$ cat src/rtl/redux_pkg.sv
// Shared Redux-V definitions: datapath widths, reset vector and fetch FSM states.
package redux_pkg;

  localparam int unsigned REDUX_ADDR_W = 8;
  localparam int unsigned REDUX_DATA_W = 8;
  localparam logic [REDUX_ADDR_W-1:0] REDUX_RESET_VECTOR = REDUX_ADDR_W'(0);

  typedef enum logic [1:0] {
    RST   = 2'd0,
    FETCH = 2'd1,
    DRAIN = 2'd2,
    HOLD  = 2'd3
  } fetch_state_t;

endpackage

$ cat src/rtl/fetch_unit_if.sv
// Fetch-stage bus bundle: instruction-memory req/ack read port plus the
// valid/ready instruction handshake towards decode.
//   imem_req/imem_addr   fetch -> memory, registered request and address
//   imem_ack/imem_data   memory -> fetch, data valid while imem_ack=1
//   instr/instr_valid    fetch -> decode, registered instruction
//   instr_ready          decode -> fetch, accepts instr this cycle
interface fetch_unit_if
  import redux_pkg::*;
#(
  parameter int unsigned ADDR_W = REDUX_ADDR_W,
  parameter int unsigned DATA_W = REDUX_DATA_W
);

  logic              imem_req;
  logic [ADDR_W-1:0] imem_addr;
  logic              imem_ack;
  logic [DATA_W-1:0] imem_data;
  logic [DATA_W-1:0] instr;
  logic              instr_valid;
  logic              instr_ready;

  modport master (
    output imem_req, imem_addr, instr, instr_valid,
    input  imem_ack, imem_data, instr_ready
  );

  modport slave (
    input  imem_req, imem_addr, instr, instr_valid,
    output imem_ack, imem_data, instr_ready
  );

endinterface

$ cat src/rtl/fetch_unit.sv
// Redux-V instruction fetch stage. Drives the next PC into an external
// program counter (no reset/enable of its own, so a stall is n_pc = cur_pc),
// reads instruction memory through a req/ack port and presents the fetched
// instruction to decode with valid/ready. Branch redirects squash any
// in-flight read by draining it before refetching.
//   clk        system clock, rising edge
//   rst_n      synchronous active-low reset
//   cur_pc     current PC from program_counter
//   n_pc       next PC, combinational, loaded by program_counter every edge
//   br_taken   single-cycle redirect pulse from execute
//   br_target  redirect target, valid with br_taken
//   bus        memory port and decode handshake (master side)
module fetch_unit
  import redux_pkg::*;
#(
  parameter int unsigned       ADDR_W       = REDUX_ADDR_W,
  parameter int unsigned       DATA_W       = REDUX_DATA_W,
  parameter logic [ADDR_W-1:0] RESET_VECTOR = ADDR_W'(REDUX_RESET_VECTOR)
) (
  input  logic              clk,
  input  logic              rst_n,
  input  logic [ADDR_W-1:0] cur_pc,
  output logic [ADDR_W-1:0] n_pc,
  input  logic              br_taken,
  input  logic [ADDR_W-1:0] br_target,
  fetch_unit_if.master      bus
);

  fetch_state_t      state_q, state_d;
  logic [ADDR_W-1:0] addr_q, addr_d;
  logic [DATA_W-1:0] ir_q, ir_d;
  logic              req_q, valid_q;

  assign bus.imem_req    = req_q;
  assign bus.imem_addr   = addr_q;
  assign bus.instr       = ir_q;
  assign bus.instr_valid = valid_q;

  // State register; req/valid are decoded from the next state so they are flops.
  always_ff @(posedge clk) begin
    if (!rst_n) begin
      state_q <= RST;
      addr_q  <= RESET_VECTOR;
      ir_q    <= '0;
      req_q   <= 1'b0;
      valid_q <= 1'b0;
    end else begin
      state_q <= state_d;
      addr_q  <= addr_d;
      ir_q    <= ir_d;
      req_q   <= (state_d == FETCH) || (state_d == DRAIN);
      valid_q <= (state_d == HOLD);
    end
  end

  // Next-state, next-PC mux and incrementer. Every entry into FETCH loads
  // addr_q with n_pc so the request address always tracks cur_pc in FETCH.
  always_comb begin
    state_d = state_q;
    addr_d  = addr_q;
    ir_d    = ir_q;
    n_pc    = cur_pc;

    case (state_q)
      RST: begin
        n_pc    = RESET_VECTOR;
        state_d = FETCH;
        addr_d  = RESET_VECTOR;
      end

      FETCH: begin
        if (br_taken) begin
          n_pc = br_target;
          // A read completing with the redirect is simply dropped.
          if (bus.imem_ack) begin
            addr_d = br_target;
          end else begin
            state_d = DRAIN;
          end
        end else if (bus.imem_ack) begin
          ir_d    = bus.imem_data;
          state_d = HOLD;
        end
      end

      // Squashed read still outstanding: req must stay up until ack.
      DRAIN: begin
        if (br_taken) begin
          n_pc = br_target;
        end
        if (bus.imem_ack) begin
          state_d = FETCH;
          addr_d  = n_pc;
        end
      end

      // Redirect flushes the held instruction even if decode is ready.
      HOLD: begin
        if (br_taken) begin
          n_pc    = br_target;
          state_d = FETCH;
          addr_d  = br_target;
        end else if (bus.instr_ready) begin
          n_pc    = cur_pc + ADDR_W'(1);
          state_d = FETCH;
          addr_d  = cur_pc + ADDR_W'(1);
        end
      end

      default: begin
        state_d = RST;
      end
    endcase

    // Holding reset initialises the external PC.
    if (!rst_n) begin
      n_pc = RESET_VECTOR;
    end
  end

endmodule

$ cat src/flat_wrapper.sv
// flat-port wrapper written by rule: the top's interface ports become plain ports
module fetch_unit_flat import redux_pkg::*;
#(
  parameter int unsigned       ADDR_W       = REDUX_ADDR_W,
  parameter int unsigned       DATA_W       = REDUX_DATA_W,
  parameter logic [ADDR_W-1:0] RESET_VECTOR = ADDR_W'(REDUX_RESET_VECTOR)
)
  (clk, rst_n, cur_pc, n_pc, br_taken, br_target, bus_imem_req, bus_imem_addr, bus_instr, bus_instr_valid, bus_imem_ack, bus_imem_data, bus_instr_ready);
  fetch_unit_if #(.ADDR_W(ADDR_W), .DATA_W(DATA_W)) bus_i ();
  input  logic clk;
  input  logic rst_n;
  input  logic [ADDR_W-1:0] cur_pc;
  output logic [ADDR_W-1:0] n_pc;
  input  logic br_taken;
  input  logic [ADDR_W-1:0] br_target;
  output wire logic [$bits(bus_i.imem_req)-1:0] bus_imem_req;
  output wire logic [$bits(bus_i.imem_addr)-1:0] bus_imem_addr;
  output wire logic [$bits(bus_i.instr)-1:0] bus_instr;
  output wire logic [$bits(bus_i.instr_valid)-1:0] bus_instr_valid;
  input wire logic [$bits(bus_i.imem_ack)-1:0] bus_imem_ack;
  input wire logic [$bits(bus_i.imem_data)-1:0] bus_imem_data;
  input wire logic [$bits(bus_i.instr_ready)-1:0] bus_instr_ready;
  assign bus_imem_req = bus_i.imem_req;
  assign bus_imem_addr = bus_i.imem_addr;
  assign bus_instr = bus_i.instr;
  assign bus_instr_valid = bus_i.instr_valid;
  assign bus_i.imem_ack = bus_imem_ack;
  assign bus_i.imem_data = bus_imem_data;
  assign bus_i.instr_ready = bus_instr_ready;
  fetch_unit #(.ADDR_W(ADDR_W), .DATA_W(DATA_W), .RESET_VECTOR(RESET_VECTOR)) u_core (.clk(clk), .rst_n(rst_n), .cur_pc(cur_pc), .n_pc(n_pc), .br_taken(br_taken), .br_target(br_target), .bus(bus_i));
endmodule
$ cat config.mk
export PLATFORM = sky130hd
export DESIGN_NAME = fetch_unit_flat
export DESIGN_NICKNAME = d
export VERILOG_FILES = /design/src/rtl/redux_pkg.sv /design/src/rtl/fetch_unit_if.sv /design/src/rtl/fetch_unit.sv /design/src/flat_wrapper.sv
export SDC_FILE = /design/constraint.sdc
export NUM_CORES = 1
export LEC_CHECK = 0
export BUFFER_PORTS_ARGS = -buffer_cell sky130_fd_sc_hd__buf_2
export CAP_MARGIN = 20
export CORE_MARGIN = 1
export CORE_UTILIZATION = 35
export DETAILED_ROUTE_END_ITERATION = 7
export HOLD_SLACK_MARGIN = 0.06
export PLACE_DENSITY = 0.58
export SKIP_CTS_REPAIR_TIMING = 1
export SYNTH_ARGS = -nofsm -noshare
export SYNTH_HDL_FRONTEND = slang
export SYNTH_SLANG_ARGS = --single-unit
$ cat constraint.sdc
create_clock -name clk -period 1.82 [get_ports clk]
set_input_delay 0.091 -clock clk [delete_from_list [all_inputs] [get_ports clk]]
set_output_delay 0.091 -clock clk [all_outputs]
set_load 0.05 [all_outputs]
# Word-level counts from Yosys, hierarchy flattened
# Cells that the tools add are included.
# op_classes
bitwise_logic,1
eq_ne,10
add_sub_neg,1
muxes,18
reduce_logical,5
# op_table
operator,count
2-to-1 mux 8 bit,9
one-hot mux 8 bit (4 select lines),1
one-hot mux 8 bit (3 select lines),1
2-to-1 mux 2 bit,6
"adder 8 x 1 -> 8 bit, second input constant",1
"== test 2 bit, second input constant",4
one-hot mux 2 bit (4 select lines),1
"!= test 2 bit, second input constant",3
"== test 2 x 1 -> 1 bit, second input constant",2
AND reduction 4 bit,1
"!= test 3 bit, second input constant",1
AND reduction 3 bit,1
logical NOT 2 bit,1
OR reduction 2 bit,1
logical OR 1 bit,1
NOT 1 bit,1
# totals
regBits,20
out_inout_bits,26
elab_cells,40

# Depth between registers and ports, before layout
# Gate-level depths: netlist of run 1.
# depth
depth_word,5
depth_mapped,8

# Least setup slack after synthesis of run 1
# Ideal clock, no wire load.
# synth_path
kind,flip-flop to output port
from,register u_core.state_q[0]
to,output port n_pc[2]
path_stages_with_launch,6
path_slack_ps,-1767
arrival_ps,3496
t_required_ps,1729
cell_sequence,dfxtp_1 > inv_1 > ha_1 > buf_2 > o21ai_0 > a2111oi_0
# synth_via
elab_chain_cells,4
word_cells_on_any_way,7
cone_classes,eq/ne (3); mux (2); reduce/logical (2)
# synth_lines
item,line_no,rtl
"start, declared",fetch_unit.sv:29,"fetch_state_t state_q, state_d;"
"start signal, assigned",fetch_unit.sv:48,state_q <= state_d;
== test 2 x 1 -> 1 bit or == test 2 bit (tied branches),fetch_unit.sv:64,case (state_q)
OR reduction 2 bit (no line),n/a,
one-hot mux 8 bit (3 select lines) *,fetch_unit.sv:64,
2-to-1 mux 8 bit *,fetch_unit.sv:116,if (!rst_n) begin
"end, declared",flat_wrapper.sv:13,output logic [ADDR_W-1:0] n_pc;
# Mark *: on every way between the ends. The rest lies on a longest branch, timed or not.

# Worst setup path after layout of run 1
# layout_path
from,register u_core.state_q[1]
to,output port n_pc[7]
# Same word-level chain as after synthesis.

==> results.md, run 1 <==
- I/O Pins: 55
- Avg Vias per Cell: 5.23
- Hold wc startpoint: bus_imem_data[4]
- Startpoint class of the critical path: flip-flop
- RR Endpoint: u_core.bus.imem_req
- F_max: 0.547 GHz
- WS Path Type: flip-flop to output port
- Die Span Y: 68.8 um
- Final hold vios: 0
- Worst VDD drop: 0.351 mV
- Status: finished, violations left
- Gp weighted congestion: 0.807
- Synth Cell Area: 0.00156 mm^2
- FFs w/ async S/R, synth: 0%
- Ys flop type: dfxtp_1
- Root Driver: clkbuf_8
- FF+latch count, synth: 20
- R2R Setup Slk: 0.10 ns
- Drt drc: 0
- Antenna violations before repair: 0
- Layout area overhead: 44.2%
- Synthesized area per cell: 7.85 um^2
- RSZ-0062 raised after global routing: true
- Critical Path Sink Type: output port
- Cell Area, Placed: 0.00203 mm^2
- Fin area: 0.00225 mm^2
- Met2 wire length: 2080 um
- Die Width: 68.8 um
- Critical Path Fanout Max: 6
- Met3 wire length: 147 um
- Clock buffer count from CTS: 3
- Post-synthesis sequential area ratio: 25.6%
- Clk sinks: 20
- Starting Density: 37.7%
- First-pass GRT wire length: 6710 um
- Wirelength, routed: 4410 um
- Post-synth cell types: 44
- HP Class: input pin to flip-flop
- Total Routing Usage GR: 19.2%
- Worst-skew pair later-pin latency: 0.25 ns
- Slew Limit Headroom: 70.0%
- Reg clk slew, reported paths: 0.07 ns
- Pwr dens: 546 mW/mm^2
- Floorplan row count: 23
- WP data required: 1.73 ns
- I/O Buffers: 54
- DR WL/cell: 14.0 um
- Worst setup startpoint: u_core.state_q[1]
- Non-Filler Instances: 316
- Worst Hold Path Cells: 3
- Initial DRC count: 84
- Max_cap viols: 0
- CTS tree: yes
- Tmin final: 1.83 ns
- DRT met1 WL: 2150 um
- Nets: 303
- Leakage power: 0.00100 uW
- Worst Setup Slack post-DPL: 0.00934 ns
- Post-route ant nets: 0
- Clock Tree Buf Depth: 2
- DR top layer: met4
- Finish-stage setup viols: 3
- Core Util, Final: 54.3%
- Max-slew violations: 0
- Cell count after synthesis: 199
- Worst-Margin Slew: 0.450 ns
- Synth Warn #: 0
- Launch point of the worst reg-to-reg path: u_core.state_q[0]
- Dpl cells: 309
- Synth top area share: 25.6%
- Pin count of the biggest net entering global routing: 25
- Grt total ovfl: 0
- Critical Path AT: 1.74 ns
- Vias in the first global route: 1,444
- Layout cells sized above 1: 42.9%
- Routed vias: 1,653
- Final Cycle Share: 100%
- Core area: 0.00414 mm^2
- R2R depth: 8
- Setup WS post-layout: -0.00846 ns
- Antenna cell count: 0
- WHS Endpoint: u_core.bus.instr[4]
- CTS H-Tree Depth: 1
- Area leader, netlist: dfxtp_1
- Post-synth EDFFs: 0
- Syn Nets: 235
- Post-DP HPWL: 3280 um
- Final setup TNS: -0.0176 ns
- Area contributors post-synth: dfxtp_1, mux2i_1, ha_1
- Die area: 0.00473 mm^2
- Failing checks: negative setup slack
- Final worst clock skew: 0.00281 ns
- 1st-pass router iterations: 4
## synthesized netlist by cell type (4+ instances only)
master	count
o21ai_1	4
buf_6	4
o21ai_0	14
xor2_1	5
ha_1	7
nand2_1	11
nor2b_1	10
nor3_1	4
a222oi_1	4
nand3_1	7
clkbuf_1	5
a21oi_1	8
mux2i_1	11
dfxtp_1	20
inv_1	9
xnor2_1	4
and2_1	4
nor2_1	21
## layout make-up
type | instances | area [um^2]
flip-flops and latches | 20 | 403
inverters | 10 | 37.5
multi-input cells | 153 | 1160
well taps | 50 | 62.6
clock buffers | 4 | 55.1
repair buffers | 79 | 532
fillers | 389 | 1890
## flip-flops by register name, indices dropped and copies added, names as in the netlist
signal	cells
u_core.bus.imem_req	1
u_core.bus.imem_addr	8
u_core.state_q	2
u_core.bus.instr	8
u_core.bus.instr_valid	1
## metal layers
layer | vias to the layer above | GRT usage [%]
met1 | 773 | 26.2
met5 | - | 0
met2 | 32 | 31.7
li1 | 844 | -
met3 | 4 | 3.45
met4 | 0 | 3.06
## how the worst max path moves through the flow
stage	to	slack, ns	depth (start not counted)
final	n_pc[7]	-0.008	9
after global routing	n_pc[7]	-0.13	9
after CTS	n_pc[3]	-0.29	7
after detailed placement	n_pc[3]	0.009	7
after global placement	n_pc[3]	0.02	7
after floorplan	u_core.bus.imem_req	-0.09	8
## where the power goes
group | switching, uW | leakage [uW] | internal (uW)
clock network | 142 | 0.0000288 | 192
registers | 6.89 | 0.000163 | 453
logic | 256 | 0.000810 | 178
total | 405 | 0.00100 | 824
## kinds of logic (layout without fill, tap and decap cells)
| group | Yosys count | count (layout) | share of synthesized area (%) |
|---|---|---|---|
| adder cells (fa/ha/maj) | 7 | 7 | 5.61 |
| multiplexers | 13 | 13 | 8.49 |
| buffers and inverters | 26 | 93 | 9.37 |
| XOR/XNOR | 9 | 9 | 5.05 |
| flip-flops | 20 | 20 | 25.6 |
| AND/OR/NAND/NOR | 70 | 70 | 22.5 |
| AO/OA/AOI/OAI | 54 | 54 | 23.3 |
## metrics by stage
step,power [uW],hold slack (ns)
2_1_floorplan,740,0.257
3_3_place_gp,856,0.344
3_5_place_dp,857,0.354
4_1_cts,1190,0.0832
5_1_grt,1300,0.0908
6_report,1230,0.0860
## worst max-delay path, cell delays in order, from the launching register on
cell	delay, ns
dfxtp_2	0.34
inv_2	0.05
ha_4	0.26
buf_6	0.13
buf_6	0.12
nor2_4	0.11
o22ai_1	0.09
a31oi_1	0.18
nor2_2	0.06
buf_6	0.15
## placed cells by master, fill, tap and decap left out, types with 5 or more instances in the layout
| master | count |
|---|---|
| nand3_1 | 7 |
| dfxtp_1 | 18 |
| buf_6 | 11 |
| nor2_1 | 16 |
| mux2i_1 | 11 |
| nor2b_1 | 10 |
| o21ai_0 | 10 |
| o21ai_1 | 7 |
| inv_1 | 7 |
| buf_4 | 21 |
| buf_2 | 46 |
| nand2_1 | 11 |
| xor2_1 | 5 |
| a21oi_1 | 6 |
(Power assumes the default switching activity.)
==> inputs of run 2 (changes only) <==
--- a/config.mk
+++ b/config.mk
@@ -8,10 +8,11 @@
 export BUFFER_PORTS_ARGS = -buffer_cell sky130_fd_sc_hd__buf_2
 export CAP_MARGIN = 20
 export CORE_MARGIN = 1
-export CORE_UTILIZATION = 35
+export CORE_UTILIZATION = 47
+export CTS_BUF_LIST = sky130_fd_sc_hd__clkbuf_8
 export DETAILED_ROUTE_END_ITERATION = 7
 export HOLD_SLACK_MARGIN = 0.06
-export PLACE_DENSITY = 0.58
+export PLACE_DENSITY = 0.75
 export SKIP_CTS_REPAIR_TIMING = 1
 export SYNTH_ARGS = -nofsm -noshare
 export SYNTH_HDL_FRONTEND = slang
==> constraint.sdc (replaced) <==
create_clock -name clk -period 1.5 [get_ports clk]
set_input_delay 0.075 -clock clk [delete_from_list [all_inputs] [get_ports clk]]
set_output_delay 0.075 -clock clk [all_outputs]
set_load 0.05 [all_outputs]
==> run 2 against run 1 <==
  * The flow still finishes with violations (negative setup slack)
  * Non-clock buffer count rose by 10
  * Sequential power up 22%
  * Clock skew rose by 0.0018 ns
  * Design area increased by 7.2%
  * Count of clock-buffer cells in the layout did not move
  * Combinational power grew 32%
  * Critical path type unchanged
  * Largest cell class unchanged
  * Largest power group is now combinational cells
==> results.md, run 2 (synthesized netlist as in run 1, its figures left out) <==
- Status: finished, violations left (unchanged)
- Failing checks: negative setup slack (unchanged)
- Final hold vios: 0 (unchanged)
- F_max: 0.522 GHz
- Worst-skew pair later-pin latency: 0.26 ns (was 0.25 ns)
- Initial DRC count: 73 (was 84)
- CTS H-Tree Depth: 1 (unchanged)
- Die Width: 59.6 um (was 68.8 um)
- First-pass GRT wire length: 6800 um (was 6710 um)
- Floorplan row count: 20 (was 23)
- Gp weighted congestion: 0.878 (was 0.807)
- Root Driver: clkbuf_8 (unchanged)
- Clk sinks: 20 (unchanged)
- Antenna violations before repair: 0 (unchanged)
- 1st-pass router iterations: 4 (unchanged)
- Layout area overhead: 54.6% (was 44.2%)
- Pwr dens: 636 mW/mm^2 (was 546 mW/mm^2)
- Grt total ovfl: 0 (unchanged)
- Final Cycle Share: 128%
- Reg clk slew, reported paths: 0.07 ns (about the same)
- I/O Buffers: 54 (unchanged)
- Die Span Y: 59.6 um (was 68.8 um)
- R2R Setup Slk: -0.30 ns (was 0.10 ns)
- Critical Path Fanout Max: 7 (was 6)
- Pin count of the biggest net entering global routing: 21 (was 25)
- Worst-Margin Slew: 0.392 ns (was 0.450 ns)
- Leakage power: 0.00107 uW (was 0.00100 uW)
- Post-DP HPWL: 3210 um (was 3280 um)
- I/O Pins: 55 (unchanged)
- Crit-path max cell delay: 0.37 ns (was 0.34 ns)
- HP Class: input pin to flip-flop (unchanged)
- Hold slack: 0.0705 ns (was 0.0860 ns)
- Routed vias: 1,752 (was 1,653)
- Avg Vias per Cell: 5.48 (was 5.23)
- DR WL/cell: 14.2 um (was 14.0 um)
- Startpoint class of the critical path: flip-flop (unchanged)
- Fill count: 232 (was 389)
- Reg area: 408 um^2 (was 403 um^2)
- CTS tree: yes (unchanged)
- Critical Path AT: 1.84 ns (was 1.74 ns)
- Final worst clock skew: 0.00462 ns (was 0.00281 ns)
- Overall power: 1540 uW (was 1230 uW)
- Core area: 0.00310 mm^2 (was 0.00414 mm^2)
- Most frequent cells in the layout: buf_2, buf_4, dfxtp_1 (unchanged)
- Crit path max-delay cell type: dfxtp_4 (was dfxtp_2)
- Drt drc: 0 (unchanged)
- Cell chain of the critical path: inv_4 > ha_4 > buf_4 > o21ai_1 > a2111oi_4 > buf_6 (was inv_2 > ha_4 > buf_6 > buf_6 > nor2_4 > o22ai_1 > a31oi_1 > nor2_2 > buf_6)
- Slew Limit Headroom: 73.9% (was 70.0%)
- WP data required: 1.42 ns (was 1.73 ns)
- Antenna cell count: 0 (unchanged)
- Post-route ant nets: 0 (unchanged)
- Core Util, Final: 77.8% (was 54.3%)
- RSZ-0062 raised after global routing: true (unchanged)
- Nets: 313 (was 303)
- Clock Tree Buf Depth: 2 (unchanged)
- Tmin final: 1.92 ns
- Worst Setup Slack post-DPL: -0.235 ns (was 0.00934 ns)
- Worst VDD drop: 0.595 mV (was 0.351 mV)
- Starting Density: 50.3% (was 37.7%)
- Area of the multi-input gates: 0.00124 mm^2 (was 0.00116 mm^2)
- Clock buffer count from CTS: 3 (unchanged)
- Layout cells sized above 1: 47.8% (was 42.9%)
- Vias in the first global route: 1,502 (was 1,444)
- Max_cap viols: 0 (unchanged)
- WS Path Type: flip-flop to output port (unchanged)
- Setup WS post-layout: -0.415 ns (was -0.00846 ns)
- Max-slew violations: 0 (unchanged)
- Final setup TNS: -5.26 ns (was -0.0176 ns)
- Most common cell after layout, fill and taps aside: buf_2 (unchanged)
- Wirelength, routed: 4530 um (was 4410 um)
- Die area: 0.00356 mm^2 (was 0.00473 mm^2)
- Finish-stage setup viols: 26 (was 3)
- Critical Path Sink Type: output port (unchanged)
- Total Routing Usage GR: 25.2% (was 19.2%)
-- run 2: changes by cell type in the layout (fill, tap and decap cells not counted), sizes merged --
cell      before  now
buf           79   89
clkinvlp       0    1
inv           10    9
-- run 2: final timing paths --
path	startpoint	endpoint	depth (start not counted)
max reg2reg	u_core.state_q[0]	u_core.bus.imem_addr[2]	9
max	u_core.state_q[0]	n_pc[3]	6
min	bus_imem_data[0]	u_core.bus.instr[0]	3
min reg2reg	u_core.bus.imem_addr[0]	u_core.bus.imem_addr[0]	2
-- run 2: worst max-delay path, delay by kind of cell (launching register included) --
kind | cells | cell delay, ns
AOI/OAI and AO/OA | 2 | 0.48
buffers and inverters | 3 | 0.42
DFF | 1 | 0.37
adders and majority gates | 1 | 0.31
-- run 2: where the power goes --
group	internal (uW)	switching, uW
sequential	548	10.5
combinational	236	338
clock	234	170
total	1020	519
-- run 2: final cells by class --
cell class,count,area share [%]
multi-input combinational,153,51.2
timing repair buffer,89,25.5
sequential,20,16.9
clock buffer,4,2.28
tap,44,2.28
inverter,10,1.81
-- run 2: routing by layer --
metal	share of wire (%)	track usage, %
met5	0	0
met4	1.0	5.65
met3	5.7	5.68
met2	48	39.5
met1	45	35.1
-- run 2: metrics by stage --
stage	area [um^2]	instances
floorplan	1730	199
global placement	2150	307
detailed placement	2150	307
CTS	2200	311
global route	2410	320
finish	2410	320
==> inputs of run 3 (changes only) <==
--- a/config.mk
+++ b/config.mk
@@ -7,7 +7,7 @@
 export LEC_CHECK = 0
 export BUFFER_PORTS_ARGS = -buffer_cell sky130_fd_sc_hd__buf_2
 export CAP_MARGIN = 20
-export CORE_MARGIN = 1
+export CORE_MARGIN = 2
 export CORE_UTILIZATION = 47
 export CTS_BUF_LIST = sky130_fd_sc_hd__clkbuf_8
 export DETAILED_ROUTE_END_ITERATION = 7
==> run 3 against run 2 <==
  * The flow still finishes with violations (negative setup slack)
  * Combinational power decreased by 1%
  * Non-clock buffer count fell by 3
  * Hold slack gained 0.0095 ns
  * Sequential power about the same
  * Clock skew fell by 0.0030 ns
  * Design area down 1.8%
  * Cell count fell by 0.94%
  * Sequential cell count is the same
  * Utilization shrank 1.4 points
==> results.md, run 3 (synthesized netlist as in run 1, its figures left out) <==
- Status: finished, violations left (unchanged)
- Failing checks: negative setup slack (unchanged)
- Die Width: 61.6 um (was 59.6 um)
- Nets: 310 (was 313)
- CTS H-Tree Depth: 1 (unchanged)
- 1st-pass router iterations: 4 (unchanged)
- Worst VDD drop: 0.582 mV (was 0.595 mV)
- I/O Pins: 55 (unchanged)
- CTS tree: yes (unchanged)
- Gp weighted congestion: 0.894 (was 0.878)
- Final hold vios: 0 (unchanged)
- Starting Density: 50.3% (unchanged)
- Grt total ovfl: 0 (unchanged)
- Core area: 0.00310 mm^2 (unchanged)
- I/O Buffers: 54 (unchanged)
- First-pass GRT wire length: 6770 um (was 6800 um)
- Clk sinks: 20 (unchanged)
- Critical Path Sink Type: output port (unchanged)
- Reg clk slew, reported paths: 0.07 ns (about the same)
- Initial DRC count: 93 (was 73)
- Floorplan row count: 20 (unchanged)
- Post-DP HPWL: 3330 um (was 3210 um)
- Pwr dens: 621 mW/mm^2 (was 636 mW/mm^2)
- Final Cycle Share: 127% (was 128%)
- Core Util, Final: 76.5% (was 77.8%)
- Vias in the first global route: 1,506 (was 1,502)
- Critical Path Fanout Max: 6 (was 7)
- Wirelength, routed: 4500 um (was 4530 um)
- Total Routing Usage GR: 23.8% (was 25.2%)
- HP Class: input pin to flip-flop (unchanged)
- Layout cells sized above 1: 47.3% (was 47.8%)
- Worst-skew pair later-pin latency: 0.25 ns (was 0.26 ns)
- Tmin final: 1.90 ns (was 1.92 ns)
- Pin count of the biggest net entering global routing: 21 (unchanged)
- Avg Vias per Cell: 5.46 (was 5.48)
- Leakage power: 0.00105 uW (was 0.00107 uW)
- Startpoint class of the critical path: flip-flop (unchanged)
- Max_cap viols: 0 (unchanged)
- Root Driver: clkbuf_8 (unchanged)
- Drt drc: 0 (unchanged)
- Max-slew violations: 0 (unchanged)
- Post-route ant nets: 0 (unchanged)
- Antenna cell count: 0 (unchanged)
- Fill count: 248 (was 232)
- DR WL/cell: 14.2 um (about the same)
- F_max: 0.526 GHz (was 0.522 GHz)
- Antenna violations before repair: 0 (unchanged)
- Most common cell after layout, fill and taps aside: buf_2 (unchanged)
- Slew Limit Headroom: 76.2% (was 73.9%)
- Routed vias: 1,732 (was 1,752)
- Layout area overhead: 51.9% (was 54.6%)
- Most frequent cells in the layout: buf_2, buf_4, dfxtp_1 (unchanged)
- Die area: 0.00380 mm^2 (was 0.00356 mm^2)
- WS Path Type: flip-flop to output port (unchanged)
- Clock Tree Buf Depth: 2 (unchanged)
- Worst-Margin Slew: 0.357 ns (was 0.392 ns)
- Setup WS post-layout: -0.403 ns (was -0.415 ns)
- R2R Setup Slk: -0.30 ns (about the same)
- Finish-stage setup viols: 27 (was 26)
- Clock buffer count from CTS: 3 (unchanged)
- Overall power: 1470 uW (was 1540 uW)
- Critical Path AT: 1.83 ns (was 1.84 ns)
- Final worst clock skew: 0.00164 ns (was 0.00462 ns)
- WP data required: 1.42 ns (about the same)
- Die Span Y: 61.6 um (was 59.6 um)
- RSZ-0062 raised after global routing: true (unchanged)
==> run 3: cell count changes in the layout (fill, tap and decap cells not counted), moves of 2 or more <==
cell     change
nand2_1      -2
buf_4        -4
nor2_4       -2
nor2_2       +2
nand2_2      +2
==> run 3: layer usage <==
metal / GRT usage, % / up-vias / part of all wire (%)
met2: 38.2 / 51 / 50
met1: 33.5 / 822 / 44
li1: - / 855 / -
met4: 3.95 / 0 / 0.93
met5: 0 / - / 0
met3: 4.83 / 4 / 5.5
==> run 3: stage by stage <==
stage | hold WS (ns) | worst slack [ns] | std cells | TNS, ns | instance area [um^2]
3_5_place_dp | 0.336 | -0.242 | 311 | -4.58 | 2160
2_1_floorplan | 0.241 | -0.237 | 199 | -1.18 | 1730
3_3_place_gp | 0.329 | -0.190 | 311 | -3.75 | 2160
6_report | 0.0800 | -0.403 | 317 | -5.47 | 2370
4_1_cts | 0.0806 | -0.507 | 315 | -7.12 | 2210
5_1_grt | 0.0956 | -0.460 | 317 | -8.05 | 2370
==> run 3: report_power, final <==
group / switching (uW) / internal [uW]
registers: 12.1 / 548
clock network: 163 / 182
logic: 332 / 235
total: 507 / 965
==> run 3: critical path, stage by stage (launching register included) <==
cell     delay (ns)
dfxtp_4        0.38
inv_4          0.05
ha_4           0.31
buf_6          0.14
nor2_2         0.06
buf_4          0.13
o221a_4        0.26
nor2_4         0.08
buf_6          0.16
==> run 3: worst paths after layout <==
kind	from	to	cells past startpoint
max	u_core.state_q[0]	n_pc[5]	8
min	bus_imem_data[0]	u_core.bus.instr[0]	3
max reg2reg	u_core.state_q[0]	u_core.bus.imem_req	9
min reg2reg	u_core.bus.imem_addr[0]	u_core.bus.imem_addr[0]	2
==> run 3: cell type report <==
cell class	count	area [um^2]	area share (%)
Multi-Input combinational cell	153	1230	51.7
Timing Repair Buffer	86	592	24.9
Sequential cell	20	408	17.2
Tap cell	44	55.1	2.32
Inverter	10	46.3	1.95
Clock buffer	3	41.3	1.74
Clock inverter	1	3.75	0.158
